===== src/rtl/shifter_pkg.sv =====
// Shared types and helpers for the shared barrel-shifter arbiter.
package shifter_pkg;

    localparam int DATA_W    = 8;
    localparam int AMT_W     = 3;
    localparam int MAX_REQ   = 8;
    localparam int MAX_IDX_W = 3;

    typedef enum logic {
        SHIFT_LEFT  = 1'b0,
        SHIFT_RIGHT = 1'b1
    } shift_dir_e;

    // Output register occupancy: the only state the block keeps.
    typedef enum logic {
        ST_EMPTY = 1'b0,
        ST_FULL  = 1'b1
    } out_state_e;

    typedef struct packed {
        logic                 found;
        logic [MAX_IDX_W-1:0] idx;
    } rr_pick_t;

    // Round-robin search: first asserted bit starting at last+1, wrapping mod n.
    function automatic rr_pick_t rr_pick(input logic [MAX_REQ-1:0]   valid,
                                         input logic [MAX_IDX_W-1:0] last,
                                         input int                   n);
        rr_pick_t r;
        int       idx;
        r = '0;
        for (int k = 1; k <= MAX_REQ; k++) begin
            if (k <= n) begin
                idx = (int'(last) + k) % n;
                if (!r.found && valid[idx]) begin
                    r.found = 1'b1;
                    r.idx   = idx[MAX_IDX_W-1:0];
                end
            end
        end
        return r;
    endfunction

endpackage


===== src/rtl/barrel_shifter.sv =====
// 8-bit combinational logical barrel shifter, zero fill, no rotate.
module barrel_shifter
    import shifter_pkg::*;
(
    input  logic [DATA_W-1:0] data,
    input  logic [AMT_W-1:0]  amt,
    input  shift_dir_e        dir,
    output logic [DATA_W-1:0] result
);

    logic [AMT_W:0][DATA_W-1:0] stage;

    assign stage[0] = data;

    // One stage per amount bit; stage gi shifts by 2**gi when that bit is set.
    generate
        for (genvar gi = 0; gi < AMT_W; gi++) begin : g_stage
            assign stage[gi+1] = !amt[gi]            ? stage[gi] :
                                 (dir == SHIFT_LEFT) ? (stage[gi] << (1 << gi)) :
                                                       (stage[gi] >> (1 << gi));
        end
    endgenerate

    assign result = stage[AMT_W];

endmodule


===== src/rtl/rr_arbiter.sv =====
// Combinational round-robin picker over N request lines.
module rr_arbiter
    import shifter_pkg::*;
#(
    parameter int N    = 4,
    localparam int IW  = (N > 1) ? $clog2(N) : 1
)(
    input  logic [N-1:0]  valid,
    input  logic [IW-1:0] last,
    output logic [N-1:0]  gnt_onehot,
    output logic [IW-1:0] gnt_idx,
    output logic          any
);

    logic [MAX_REQ-1:0]   valid_ext;
    logic [MAX_IDX_W-1:0] last_ext;
    rr_pick_t             pick;

    // Widen to the package's fixed search width, pick, and decode one-hot.
    always_comb begin
        valid_ext           = '0;
        valid_ext[N-1:0]    = valid;
        last_ext            = '0;
        last_ext[IW-1:0]    = last;
        pick                = rr_pick(valid_ext, last_ext, N);
        any                 = pick.found;
        gnt_idx             = pick.idx[IW-1:0];
        gnt_onehot          = '0;
        if (pick.found) begin
            gnt_onehot[gnt_idx] = 1'b1;
        end
    end

endmodule


===== src/rtl/shifter_arbiter.sv =====
// Shares one barrel shifter among NUM_REQ valid/ready requesters with a
// round-robin grant and a single registered, ID-tagged result stage.
module shifter_arbiter
    import shifter_pkg::*;
#(
    parameter int  NUM_REQ = 4,
    parameter int  CNT_W   = 16,
    localparam int ID_W    = $clog2(NUM_REQ)
)(
    input  logic                      clk,
    input  logic                      rst,
    input  logic [NUM_REQ-1:0]        req_valid,
    output logic [NUM_REQ-1:0]        req_ready,
    input  logic [NUM_REQ*DATA_W-1:0] req_data,
    input  logic [NUM_REQ*AMT_W-1:0]  req_amt,
    input  logic [NUM_REQ-1:0]        req_dir,
    output logic                      res_valid,
    input  logic                      res_ready,
    output logic [DATA_W-1:0]         res_data,
    output logic [ID_W-1:0]           res_id,
    output logic [CNT_W-1:0]          op_count
);

    out_state_e          state_reg, state_next;
    logic [DATA_W-1:0]   res_data_reg;
    logic [ID_W-1:0]     res_id_reg;
    logic [ID_W-1:0]     last_gnt_reg;
    logic [CNT_W-1:0]    op_count_reg;

    logic                accept_en;
    logic                grant;
    logic                gnt_any;
    logic [ID_W-1:0]     gnt_idx;
    logic [NUM_REQ-1:0]  gnt_onehot;

    logic [DATA_W-1:0]   data_arr [NUM_REQ];
    logic [AMT_W-1:0]    amt_arr  [NUM_REQ];
    logic [DATA_W-1:0]   sel_data;
    logic [AMT_W-1:0]    sel_amt;
    shift_dir_e          sel_dir;
    logic [DATA_W-1:0]   shift_result;

    // Unpack the flat per-requester operand buses.
    generate
        for (genvar gi = 0; gi < NUM_REQ; gi++) begin : g_unpack
            assign data_arr[gi] = req_data[gi*DATA_W +: DATA_W];
            assign amt_arr[gi]  = req_amt[gi*AMT_W +: AMT_W];
        end
    endgenerate

    // The result slot can take a new op when empty or when it drains this cycle.
    assign accept_en = (state_reg == ST_EMPTY) || res_ready;

    rr_arbiter #(.N(NUM_REQ)) u_rr (
        .valid      (req_valid),
        .last       (last_gnt_reg),
        .gnt_onehot (gnt_onehot),
        .gnt_idx    (gnt_idx),
        .any        (gnt_any)
    );

    assign grant     = gnt_any && accept_en;
    assign req_ready = accept_en ? gnt_onehot : '0;

    // Operand mux steering the granted requester into the shared shifter.
    always_comb begin
        sel_data = data_arr[gnt_idx];
        sel_amt  = amt_arr[gnt_idx];
        sel_dir  = req_dir[gnt_idx] ? SHIFT_RIGHT : SHIFT_LEFT;
    end

    barrel_shifter u_shift (
        .data   (sel_data),
        .amt    (sel_amt),
        .dir    (sel_dir),
        .result (shift_result)
    );

    // Occupancy register.
    always_ff @(posedge clk or posedge rst) begin
        if (rst) begin
            state_reg <= ST_EMPTY;
        end else begin
            state_reg <= state_next;
        end
    end

    // Occupancy next state: fill on grant, empty on drain without refill.
    always_comb begin
        state_next = state_reg;
        case (state_reg)
            ST_EMPTY: if (grant) state_next = ST_FULL;
            ST_FULL: begin
                if (grant)          state_next = ST_FULL;
                else if (res_ready) state_next = ST_EMPTY;
            end
            default:  state_next = ST_EMPTY;
        endcase
    end

    // Result capture, grant pointer and op counter all advance on a handshake.
    always_ff @(posedge clk or posedge rst) begin
        if (rst) begin
            res_data_reg <= '0;
            res_id_reg   <= '0;
            last_gnt_reg <= ID_W'(NUM_REQ - 1);
            op_count_reg <= '0;
        end else if (grant) begin
            res_data_reg <= shift_result;
            res_id_reg   <= gnt_idx;
            last_gnt_reg <= gnt_idx;
            op_count_reg <= op_count_reg + CNT_W'(1);
        end
    end

    assign res_valid = (state_reg == ST_FULL);
    assign res_data  = res_data_reg;
    assign res_id    = res_id_reg;
    assign op_count  = op_count_reg;

endmodule


===== config.mk =====
export PLATFORM = sky130hd
export DESIGN_NAME = shifter_arbiter
export DESIGN_NICKNAME = d
export VERILOG_FILES = /design/src/rtl/shifter_pkg.sv /design/src/rtl/barrel_shifter.sv /design/src/rtl/rr_arbiter.sv /design/src/rtl/shifter_arbiter.sv
export SDC_FILE = /design/constraint.sdc
export NUM_CORES = 1
export LEC_CHECK = 0
export CORE_ASPECT_RATIO = 0.5
export CORE_MARGIN = 2
export CORE_UTILIZATION = 43
export CTS_CLUSTER_DIAMETER = 40
export DETAILED_ROUTE_END_ITERATION = 16
export GPL_TIMING_DRIVEN = 0
export HOLD_SLACK_MARGIN = 0.06
export MAX_ROUTING_LAYER = met4
export PLACE_DENSITY = 0.76
export SYNTH_ARGS = -nofsm -noshare
export SYNTH_HDL_FRONTEND = slang
export SYNTH_SLANG_ARGS = --single-unit

===== constraint.sdc =====
create_clock -name clk -period 2.94 [get_ports clk]
set_clock_uncertainty 0.1 [all_clocks]
set_input_delay 0.441 -clock clk [delete_from_list [all_inputs] [get_ports clk]]
set_output_delay 0.441 -clock clk [all_outputs]
set_load 0.05 [all_outputs]

Yosys cells after proc, flatten, opt, wreduce, memory -nomap -nowiden
Cells that the tools add are included.
{"block": "totals", "word_cells": 75, "output_inout_bits": 31, "reg_bits": 29}
{"block": "op_classes", "bitwise": 6, "add_sub_neg": 5, "reduce_logical": 13, "order_cmp": 7, "mux": 39}
{"cell": "$mux 8", "n": 8}
{"cell": "$mux 4", "n": 6}
{"cell": "$lt 3x5->1 const B", "n": 4}
{"cell": "$add 16x1->16 const B", "n": 1}
{"cell": "$bmux 8 s2", "n": 1}
{"cell": "$mux 1", "n": 14}
{"cell": "$bmux 1 s3", "n": 4}
{"cell": "$reduce_or 2->1", "n": 4}
{"cell": "$bmux 3 s2", "n": 1}
{"cell": "$mux 3", "n": 2}
{"cell": "$logic_and 1x1->1", "n": 5}
{"cell": "$add 2x1->2 const B", "n": 2}
{"cell": "$add 2x2->2 const B", "n": 2}
{"cell": "$and 1x1->1 const A", "n": 4}
{"cell": "$ge 3x3->1 const B", "n": 1}
{"cell": "$logic_not 1->1", "n": 3}
{"cell": "$lt 2x3->1 const B", "n": 1}
{"cell": "$not 2->3", "n": 1}
{"cell": "$bmux 1 s2", "n": 1}
{"cell": "$demux 1 s2", "n": 1}
{"cell": "$ge 2x1->1 const B", "n": 1}
{"cell": "$pmux 1 s2", "n": 1}
{"cell": "$logic_or 1x1->1", "n": 1}
{"cell": "$not 1->1", "n": 1}

Longest topological paths before layout
Gate-level depths: netlist of run 1.
{"block": "depth", "ltp_word": 26, "mapped_depth": 11}

Cells and area by module
Synthesis of run 1 repeated with hierarchy kept, for this count alone.
{"block": "unflattened", "hier_cells": 240, "hier_area_um2": 2263.4}
{"module": "shifter_arbiter", "cells_each": 138, "n_inst": 1, "area_each_um2": 1540.2}
{"module": "barrel_shifter", "cells_each": 68, "n_inst": 1, "area_each_um2": 500.5}
{"module": "rr_arbiter", "cells_each": 34, "n_inst": 1, "area_each_um2": 222.7}

Least setup slack after synthesis of run 1
OpenSTA, ideal clock, no wires.
{"block": "synth_path", "path_type": "register -> output", "from": "register last_gnt_reg[1]", "to": "output req_ready[0]", "stages_incl_launch_ff": 7, "required_time_ns": 2.399, "arrival_time_ns": 2.518, "path_slack_ns": -0.119, "path_cell_list": "dfstp_2 buf_6 mux2_4 a21oi_2 o21ai_2 buf_2 nor3_1"}
{"block": "synth_between", "elab_chain_cells": 22, "word_cells_on_any_way": 41, "cone_classes": "add/sub: 4; order compare: 2; mux: 20; bitwise: 4; reduce/logical: 11"}
{"element": "from (decl)", "line_no": "shifter_arbiter.sv:27", "rtl": "logic [ID_W-1:0] last_gnt_reg;"}
{"element": "from (signal assigned)", "line_no": "shifter_arbiter.sv:106", "rtl": "last_gnt_reg <= ID_W'(NUM_REQ - 1);"}
{"element": "from (signal assigned)", "line_no": "shifter_arbiter.sv:111", "rtl": "last_gnt_reg <= gnt_idx;"}
{"element": "$add 2x1->2", "line_no": "shifter_pkg.sv:34", "rtl": "idx = (int'(last) + k) % n;"}
{"element": "$reduce_or 2->1 (no source line)"}
{"element": "$and 1x1->1 (no source line)"}
{"element": "$bmux 1 s3", "line_no": "shifter_pkg.sv:35", "rtl": "if (!r.found && valid[idx]) begin"}
{"element": "$mux 1 (implied by the code) (2 in series)", "line_no": "shifter_pkg.sv:35"}
{"element": "$mux 4", "line_no": "shifter_pkg.sv:35"}
{"element": "$logic_not 1->1", "line_no": "shifter_pkg.sv:35"}
{"element": "$logic_and 1x1->1", "line_no": "shifter_pkg.sv:35"}
{"element": "[5 not listed]"}
{"element": "$logic_and 1x1->1", "line_no": "shifter_pkg.sv:35"}
{"element": "$mux 4 (*)", "line_no": "shifter_pkg.sv:35"}
{"element": "$lt 2x3->1 (implied by the code) or $ge 2x1->1 (tied branches)", "line_no": "rr_arbiter.sv:30", "rtl": "gnt_onehot[gnt_idx] = 1'b1;"}
{"element": "$logic_and 1x1->1 (implied by the code)", "line_no": "rr_arbiter.sv:30"}
{"element": "$mux 1 (implied by the code)", "line_no": "rr_arbiter.sv:30"}
{"element": "$demux 1 s2"}
{"element": "$mux 4 (*)", "line_no": "rr_arbiter.sv:29", "rtl": "if (pick.found) begin"}
{"element": "$mux 4 (*)", "line_no": "shifter_arbiter.sv:63", "rtl": "assign req_ready = accept_en ? gnt_onehot : '0;"}
{"element": "to (decl)", "line_no": "shifter_arbiter.sv:13", "rtl": "output logic [NUM_REQ-1:0] req_ready,"}
Mark *: on every way between the ends. The rest lies on a longest branch, timed or not. The select of a mux whose other input is x is not followed.

Worst setup path after layout of run 1
{"block": "layout_path", "from": "register last_gnt_reg[1]", "to": "register res_data_reg[6], in the netlist res_data[6]"}
{"block": "layout_between", "elab_chain_cells": 26, "word_cells_on_any_way": 51, "cone_classes": "add/sub: 4; mux: 31; bitwise: 5; reduce/logical: 11"}
{"element": "$add 2x1->2", "line_no": "shifter_pkg.sv:34"}
{"element": "$reduce_or 2->1 (no source line)"}
{"element": "$and 1x1->1 (no source line)"}
{"element": "$bmux 1 s3", "line_no": "shifter_pkg.sv:35"}
{"element": "$mux 1 (implied by the code) (2 in series)", "line_no": "shifter_pkg.sv:35"}
{"element": "$mux 4", "line_no": "shifter_pkg.sv:35"}
{"element": "$logic_not 1->1", "line_no": "shifter_pkg.sv:35"}
{"element": "$logic_and 1x1->1", "line_no": "shifter_pkg.sv:35"}
{"element": "[8 not listed]"}
{"element": "$bmux 8 s2", "line_no": "shifter_arbiter.sv:67", "rtl": "sel_data = data_arr[gnt_idx];"}
{"element": "$mux 8 (implied by the code) (2 in series)", "line_no": "shifter_arbiter.sv:67"}
{"element": "$mux 8", "line_no": "barrel_shifter.sv:19", "rtl": "(dir == SHIFT_LEFT) ? (stage[gi] << (1 << gi)) :"}
{"element": "$mux 8", "line_no": "barrel_shifter.sv:18", "rtl": "assign stage[gi+1] = !amt[gi] ? stage[gi] :"}
{"element": "$mux 8", "line_no": "barrel_shifter.sv:19"}
{"element": "$mux 8", "line_no": "barrel_shifter.sv:18"}
{"element": "$mux 8", "line_no": "barrel_shifter.sv:19"}
{"element": "$mux 8", "line_no": "barrel_shifter.sv:18"}
{"element": "to (signal assigned)", "line_no": "shifter_arbiter.sv:109", "rtl": "res_data_reg <= shift_result;"}
{"element": "to (decl)", "line_no": "shifter_arbiter.sv:25", "rtl": "logic [DATA_W-1:0] res_data_reg;"}
Marks and branches as above.
A chain may end at the register's enable or synchronous reset.

==> results of run 1 <==
==> repair_timing <==
| item | 4_1_cts | 5_1_grt |
|---|---|---|
| gates resized for setup | 16 | 28 |
| pin swaps | 1 | 4 |
| setup endpoints to repair | 12 | 12 |
| cloned | 0 | 1 |
| setup buffers | 1 | 5 |
==> cells in the mapped netlist, types with 2 or more instances <==
cell                       count  area share (%)
sky130_fd_sc_hd__dfstp_2       2             2.5
sky130_fd_sc_hd__nand2_1      40             7.2
sky130_fd_sc_hd__o21ai_0       7             1.7
sky130_fd_sc_hd__inv_1         8             1.4
sky130_fd_sc_hd__clkbuf_1      2            0.36
sky130_fd_sc_hd__nor4_1        2            0.60
sky130_fd_sc_hd__dfrtp_1      27              32
sky130_fd_sc_hd__a21oi_1      12             2.9
sky130_fd_sc_hd__mux4_2       11              12
sky130_fd_sc_hd__mux2i_1      13             6.2
sky130_fd_sc_hd__nand4_1       5             1.5
sky130_fd_sc_hd__buf_2         6             1.4
sky130_fd_sc_hd__o211ai_1      2            0.72
sky130_fd_sc_hd__xnor2_1      12             5.0
sky130_fd_sc_hd__o21ai_1       2            0.48
sky130_fd_sc_hd__and3_1        3            0.90
sky130_fd_sc_hd__nand2b_1      4             1.2
sky130_fd_sc_hd__a31oi_1       2            0.60
sky130_fd_sc_hd__a211oi_1      3             1.1
sky130_fd_sc_hd__buf_6         2             1.1
sky130_fd_sc_hd__xor2_1        3             1.3
sky130_fd_sc_hd__nor3_1        5             1.2
sky130_fd_sc_hd__nor2_1       20             3.6
sky130_fd_sc_hd__a21oi_2       2            0.84
sky130_fd_sc_hd__a22oi_1       5             1.8
sky130_fd_sc_hd__nand3_1       7             1.7
==> path summary, 6_finish.rpt <==
check | endpoint | start | depth (start not counted) | slack, ps
worst max-delay path | res_data[6]$_DFFE_PP0P_ | last_gnt_reg[1]$_DFFE_PP1P_ | 10 | 20
worst min-delay path | op_count[15]$_DFFE_PP0P_ | op_count[15]$_DFFE_PP0P_ | 1 | 370
worst max register to register | res_data[6]$_DFFE_PP0P_ | last_gnt_reg[1]$_DFFE_PP1P_ | 10 | 20
worst min register to register | op_count[15]$_DFFE_PP0P_ | op_count[15]$_DFFE_PP0P_ | 1 | 370
max in group asynchronous | res_data[2]$_DFFE_PP0P_ | rst | 2 | 1480
min in group asynchronous | res_data[7]$_DFFE_PP0P_ | rst | 2 | 610
==> cell families (layout without fill, tap and decap cells) <==
| group | after synthesis | count (layout) | share of synthesized area [%] |
|---|---|---|---|
| compound gates | 42 | 42 | 13.1 |
| simple gates | 91 | 91 | 19.6 |
| buf+inv | 20 | 118 | 4.86 |
| xor+xnor | 15 | 15 | 6.30 |
| flops | 29 | 29 | 34.9 |
| mux | 27 | 27 | 20.6 |
| fa+ha+maj | 1 | 1 | 0.599 |
==> cells in the final DEF (no fill, tap or decap), types with 3 or more instances in the layout <==
cell / instances
sky130_fd_sc_hd__mux4_2: 12
sky130_fd_sc_hd__xor2_1: 3
sky130_fd_sc_hd__clkdlybuf4s50_1: 77
sky130_fd_sc_hd__o21ai_1: 5
sky130_fd_sc_hd__a21oi_2: 3
sky130_fd_sc_hd__mux2i_1: 12
sky130_fd_sc_hd__nor2_1: 19
sky130_fd_sc_hd__inv_1: 8
sky130_fd_sc_hd__nand3_1: 7
sky130_fd_sc_hd__buf_2: 4
sky130_fd_sc_hd__buf_4: 7
sky130_fd_sc_hd__nand2_1: 40
sky130_fd_sc_hd__xnor2_1: 12
sky130_fd_sc_hd__a211oi_1: 3
sky130_fd_sc_hd__nor3_1: 4
sky130_fd_sc_hd__dfrtp_1: 27
sky130_fd_sc_hd__a21oi_1: 9
sky130_fd_sc_hd__and3_1: 3
sky130_fd_sc_hd__clkbuf_4: 3
sky130_fd_sc_hd__o21ai_0: 4
sky130_fd_sc_hd__clkbuf_8: 5
sky130_fd_sc_hd__dlymetal6s2s_1: 4
sky130_fd_sc_hd__nand4_1: 5
sky130_fd_sc_hd__a22oi_1: 4
==> per-stage QoR <==
stage | utilization, % | cells | setup TNS [ps] | hold WS (ps)
floorplan | - | 225 | 0 | 408
CTS | 69.2 | 384 | -377 | 374
finish | 72.2 | 389 | 0 | 365
global placement | 66.8 | 376 | -5420 | 359
detailed placement | 66.8 | 376 | -6210 | 366
global route | 72.2 | 389 | -101 | 406
==> worst max-delay path, cell delays in order, from the launching register on <==
cell	delay, ps
sky130_fd_sc_hd__dfstp_2	520
sky130_fd_sc_hd__buf_6	120
sky130_fd_sc_hd__nand2b_4	120
sky130_fd_sc_hd__a22oi_2	70
sky130_fd_sc_hd__o21ai_4	330
sky130_fd_sc_hd__mux4_2	610
sky130_fd_sc_hd__buf_8	170
sky130_fd_sc_hd__mux2i_2	200
sky130_fd_sc_hd__a21oi_2	120
sky130_fd_sc_hd__a2111oi_4	350
sky130_fd_sc_hd__nor2_1	80
==> cell type report <==
class / instances / area, µm²
multi-input combinational: 176 / 1350
clock buffer: 6 / 72.6
timing repair buffer: 92 / 923
inverter: 8 / 30.0
tap: 66 / 82.6
clock inverter: 2 / 10.0
fill: 364 / 1260
sequential: 29 / 728
buffer: 10 / 76.3
==> per-layer routing <==
layer  global-route usage, %  routed length (µm)
met2                    35.4                2790
met4                    8.44                  72
met1                    28.9                2610
met5                       -                   0
met3                    5.02                 462
==> power by group <==
group          internal (µW)  switching (µW)
sequential               505            92.8
combinational            582             853
clock                    164             152
total                   1250            1100
==> implementation parameters, run 1 <==
Parameter                              Value

Power and ir drop
  Maximum vdd drop ... 0.355 mV
  Static leakage power ... 0.00139 µW
  Final Power ... 2350 µW
  Areal power density over the cells ... 718 nW/µm²

Timing
  Final critical-path setup slack ... around 21 ps
  Final Hold Viols ... 0
  Total of endpoints with negative setup slack in the final report ... 0
  Final slew viol count ... 0
  Transition time at the pin with the least slew margin ... 1050 ps
  RSZ-0062 raised after global routing ... yes
  Tmin final ... around 3000 ps
  Period utilization ... between 90% and 100%
  Relative slew margins ... roughly 30%
  Fmax achieved ... 0.343 GHz

Drt
  Routed vias/inst ... ~5.4
  Pre-Repair DR Iteration Count ... 4
  Total routed wirelength ... 5.93 mm
  Remaining number of nets flagged by the antenna check after routing ... 0
  Post-DR wirelength/cell ... approximately 15 µm
  Number of DRC markers after the initial detailed-route iteration ... 99
  Vias after detailed routing ... approximately 2.1k
  DRC errors left ... 0

Logic synthesis
  Count of flip-flops with a built-in enable after synthesis ... 0
  Sequential-to-total area share from yosys stat ... a little over a third
  Netlist Area Pre-Place ... 2090 µm²
  Post-synthesis average cell area ... 9.28 µm²
  Synthesized net count ... 281
  Total number of yosys warnings ... 0
  Yosys cell types ... 44
  #FFs+latches synth ... 29
  Syn Inst Count ... roughly 230
  Async set-reset flop share out of synthesis ... 100%
  Predominant post-synthesis flop cell ... sky130_fd_sc_hd__dfrtp_1

Placed design
  Placer's final routability congestion estimate ... 0.954
  Count of input and output buffers ... 85
  Setup slack after placement ... -869 ps
  Instance area at placement ... 3030 µm²
  Total half-perimeter wirelength after legalization and detailed placement ... around 4.6 mm

Critical path
  Type of origin of the critical path ... flip-flop
  Largest fanout on the critical path ... 8
  CP Data Arrival Time ... between 2000 and 3000 ps
  Kind of end point of the critical path ... flip-flop
  Crit path required time ... 3000 ps
  CP Class ... reg2reg

Clock tree
  Clock tree from TritonCTS ... yes
  Buffer type at the clock tree root ... sky130_fd_sc_hd__clkbuf_8
  Clock transition at the register clock pins on the worst setup and hold paths after CTS ... 60 ps
  CTS Buf Count ... 5
  # H-tree levels ... 2
  Clock latency at the later pin of the worst-skew pair ... around 280 ps
  Num Clock Sinks ... 29
  Hold buffers post-CTS ... 0
  Clock buffer depth ... 2

Floorplanning
  Top Ports ... 86
  Starting density of the core ... between 40% and 50%
  Core Box Area ... between 4000 and 5000 µm²
  Number of cell rows ... 17
  Die span in x ... roughly 100 µm
  Total Die Area ... approximately 5500 µm²
  Vertical extent of the die ... between 50 and 60 µm

Final layout
  Number of nets at the end of the flow ... between 300 and 400
  Number of flip-flops under the largest register name ... 16
  Post-synthesis to final-layout area growth ... 56.8%
  Final antenna diode count ... 0
  Layout cells sized above 1 ... 18.6%
  Final Cell Area ... ~3300 µm²

Flow run
  Max-capacitance violation count ... 0

GRT
  Pin count of the biggest net entering global routing ... 30
  Total track usage ... between 20 and 25%
  Global-route wire length before repair ... roughly 9 mm
  Global route overflow ... 0
  Number of antenna violations at the first check in global routing ... 0
  Number of global-route vias before repair ... approximately 1.9k

Worst hold path
  Worst min path class ... reg2reg

Status
  Status ... finished clean
(Power assumes the default switching activity.)
==> run 2: changes to the inputs <==
--- a/config.mk
+++ b/config.mk
@@ -8,6 +8,7 @@
 export CORE_ASPECT_RATIO = 0.5
 export CORE_MARGIN = 2
 export CORE_UTILIZATION = 43
+export CTS_BUF_LIST = sky130_fd_sc_hd__clkbuf_16
 export CTS_CLUSTER_DIAMETER = 40
 export DETAILED_ROUTE_END_ITERATION = 16
 export GPL_TIMING_DRIVEN = 0
==> implementation parameters, run 2 (synthesis gave the netlist of run 1 again) <==
Parameter                              Value

Critical path
  CP Data Arrival Time ... between 2000 and 3000 ps
  Critical Path Max Stage Delay ... between 600 and 700 ps
  Largest fanout on the critical path ... 8
  R2r setup slk ... ~21 ps
  Reg-to-reg critical path startpoint ... last_gnt_reg[1]$_DFFE_PP1P_
  Kind of end point of the critical path ... flip-flop
  Reg2Reg Depth ... 10
  Slowest stage cell, crit path ... sky130_fd_sc_hd__mux4_2
  CP Class ... reg2reg
  Critical Path, Cell by Cell ... buf_6, nand2b_4, a22oi_2, o21ai_4, mux4_2, buf_8, mux2i_2, a21oi_2, a2111oi_4, nor2_1
  Crit path required time ... 2990 ps
  Reg-to-reg endpoint ... res_data[6]$_DFFE_PP0P_
  Type of origin of the critical path ... flip-flop

Floorplanning
  Number of cell rows ... 17
  Top Ports ... 86
  Core Box Area ... between 4000 and 5000 µm²
  Vertical extent of the die ... about 53 µm
  Die span in x ... 103 µm
  Total Die Area ... between 5000 and 6000 µm²
  Starting density of the core ... a little under half

Drt
  Remaining number of nets flagged by the antenna check after routing ... 0
  Vias after detailed routing ... between 2k and 2.5k
  Total routed wirelength ... 5.99 mm
  Number of DRC markers after the initial detailed-route iteration ... a little under 100
  DRC errors left ... 0
  Pre-Repair DR Iteration Count ... 4
  Routed vias/inst ... 5.40
  Post-DR wirelength/cell ... roughly 15 µm

Placed design
  Setup slack after placement ... -869 ps
  Number of placed instances with taps included ... 376
  Placer's final routability congestion estimate ... about 0.95
  Total half-perimeter wirelength after legalization and detailed placement ... 4.58 mm
  Count of input and output buffers ... 85

Timing
  Total of endpoints with negative setup slack in the final report ... 0
  Transition time at the pin with the least slew margin ... ~1000 ps
  Fmax achieved ... 0.343 GHz
  Relative slew margins ... between 30% and 40%
  Final critical-path setup slack ... roughly 21 ps
  Tmin final ... between 2000 and 3000 ps
  Period utilization ... 99.3%
  Final Hold Viols ... 0
  Final slew viol count ... 0
  RSZ-0062 raised after global routing ... yes

Status
  Status ... finished clean

Final layout
  Filler-free cell count of the finished design ... 389
  Layout cells sized above 1 ... between 10% and 20%
  Post-synthesis to final-layout area growth ... 59.7%
  Final antenna diode count ... 0
  Number of nets at the end of the flow ... between 300 and 400
  Number of flip-flops under the largest register name ... 16
  Commonest non-fill, non-tap cells in the layout ... sky130_fd_sc_hd__clkdlybuf4s50_1, sky130_fd_sc_hd__nand2_1, sky130_fd_sc_hd__dfrtp_1
  Most common cell after layout, fill and taps aside ... sky130_fd_sc_hd__clkdlybuf4s50_1

GRT
  Global route overflow ... 0
  Global-route wire length before repair ... between 9 and 10 mm
  Number of antenna violations at the first check in global routing ... 0
  Number of global-route vias before repair ... 1,957
  Total track usage ... 22.4%
  Pin count of the biggest net entering global routing ... 30

Power and ir drop
  Areal power density over the cells ... ~750 nW/µm²
  Static leakage power ... approximately 0.0014 µW
  Relative contribution of the clock network to total power ... about a fifth
  Combinational share of power ... around 57%
  Internal power contribution ... 1400 µW
  Sequential Power Share ... 23.8%
  Maximum vdd drop ... 0.420 mV
  Power dissipated by switching net loads ... about 1100 µW
  Net Sw Frac ... 44.5%

Worst hold path
  Worst min path class ... reg2reg
  Hold path start ... op_count[15]$_DFFE_PP0P_
  Worst hold endpoint ... op_count[15]$_DFFE_PP0P_
  Depth of the worst hold-timing path ... 1

Clock tree
  Clock buffer depth ... 2
  Clock latency at the later pin of the worst-skew pair ... approximately 270 ps
  Num Clock Sinks ... 29
  # H-tree levels ... 2
  Buffer type at the clock tree root ... sky130_fd_sc_hd__clkbuf_16
  Clock tree from TritonCTS ... yes
  Clock transition at the register clock pins on the worst setup and hold paths after CTS ... ~50 ps
  CTS Buf Count ... 5
  Hold buffers post-CTS ... 0

Flow run
  Max-capacitance violation count ... 0
-- run 2: cell types whose count changed in the layout (fill, tap and decap cells not counted), sizes merged --
cell           delta
buf               -1
clkbuf            -1
clkdlybuf4s18     +1
inv               +1
-- run 2: area by class of cell --
cell class                 count  area, µm²
fill                         359       1200
clock buffer                   5        125
timing repair buffer          92        928
multi-input combinational    176       1350
sequential                    29        728
clock inverter                 3       13.8
tap                           66       82.6
buffer                        10       76.3
inverter                       8       30.0
-- run 2: what timing repair did --
action                                  in CTS  in global routing
pin swaps                                    1                  4
setup buffers                                1                  5
resized for setup                           17                 26
endpoints found under the setup margin      12                 12
cloned                                       0                  1
-- run 2: power groups by stage --
stage          Sequential, µW  Combinational, µW  Clock (µW)
6_report                  599               1440         478
5_1_grt                   613               1520         500
4_1_cts                   599               1340         485
3_5_place_dp              601               1330           0
3_3_place_gp              597               1320           0
2_1_floorplan             923                580           0
-- run 2: metrics by stage --
stage	utilization [%]	area [µm²]	total power (µW)	setup TNS, ps	hold slack (ps)
final	73.6	3330	2510	0	364
after global routing	73.6	3330	2640	-119	404
after CTS	70.6	3200	2420	-73.2	372
after detailed placement	66.8	3030	1930	-6210	366
after global placement	66.8	3030	1920	-5420	359
after floorplan	-	2090	1500	0	408
-- run 2: worst max path at each step --
stage	slack, ps	depth (start not counted)	to	from
3_5_place_dp	-870	7	req_ready[0]	req_valid[1]
6_report	20	10	res_data[6]$_DFFE_PP0P_	last_gnt_reg[1]$_DFFE_PP1P_
5_1_grt	-60	10	res_data[6]$_DFFE_PP0P_	last_gnt_reg[1]$_DFFE_PP1P_
2_1_floorplan	230	9	res_data[6]$_DFFE_PP0P_	last_gnt_reg[1]$_DFFE_PP1P_
3_3_place_gp	-850	7	req_ready[0]	req_valid[1]
4_1_cts	-70	6	req_ready[0]	req_valid[0]
-- run 2: worst max-delay path, delay by kind of cell, from the launching register on --
family	cells	cell delay, ps
compound gates	4	870
flops	1	520
buf+inv	2	290
mux	2	810
simple gates	2	200
-- run 2: routing by layer --
layer	global-route usage, %	vias to the layer above	part of all wire, %
met5	-	-	0
met4	5.11	0	1.0
met3	5.81	10	8.1
met2	36.1	103	48
met1	28.7	982	43
li1	-	1007	-
==> run 3: changes to the inputs <==
--- a/config.mk
+++ b/config.mk
@@ -10,6 +10,7 @@
 export CORE_UTILIZATION = 43
 export CTS_BUF_LIST = sky130_fd_sc_hd__clkbuf_16
 export CTS_CLUSTER_DIAMETER = 40
+export CTS_CLUSTER_SIZE = 12
 export DETAILED_ROUTE_END_ITERATION = 16
 export GPL_TIMING_DRIVEN = 0
 export HOLD_SLACK_MARGIN = 0.06
==> results of run 3 <==
No change in the layout: final DEF, timing and power equal those of run 2.
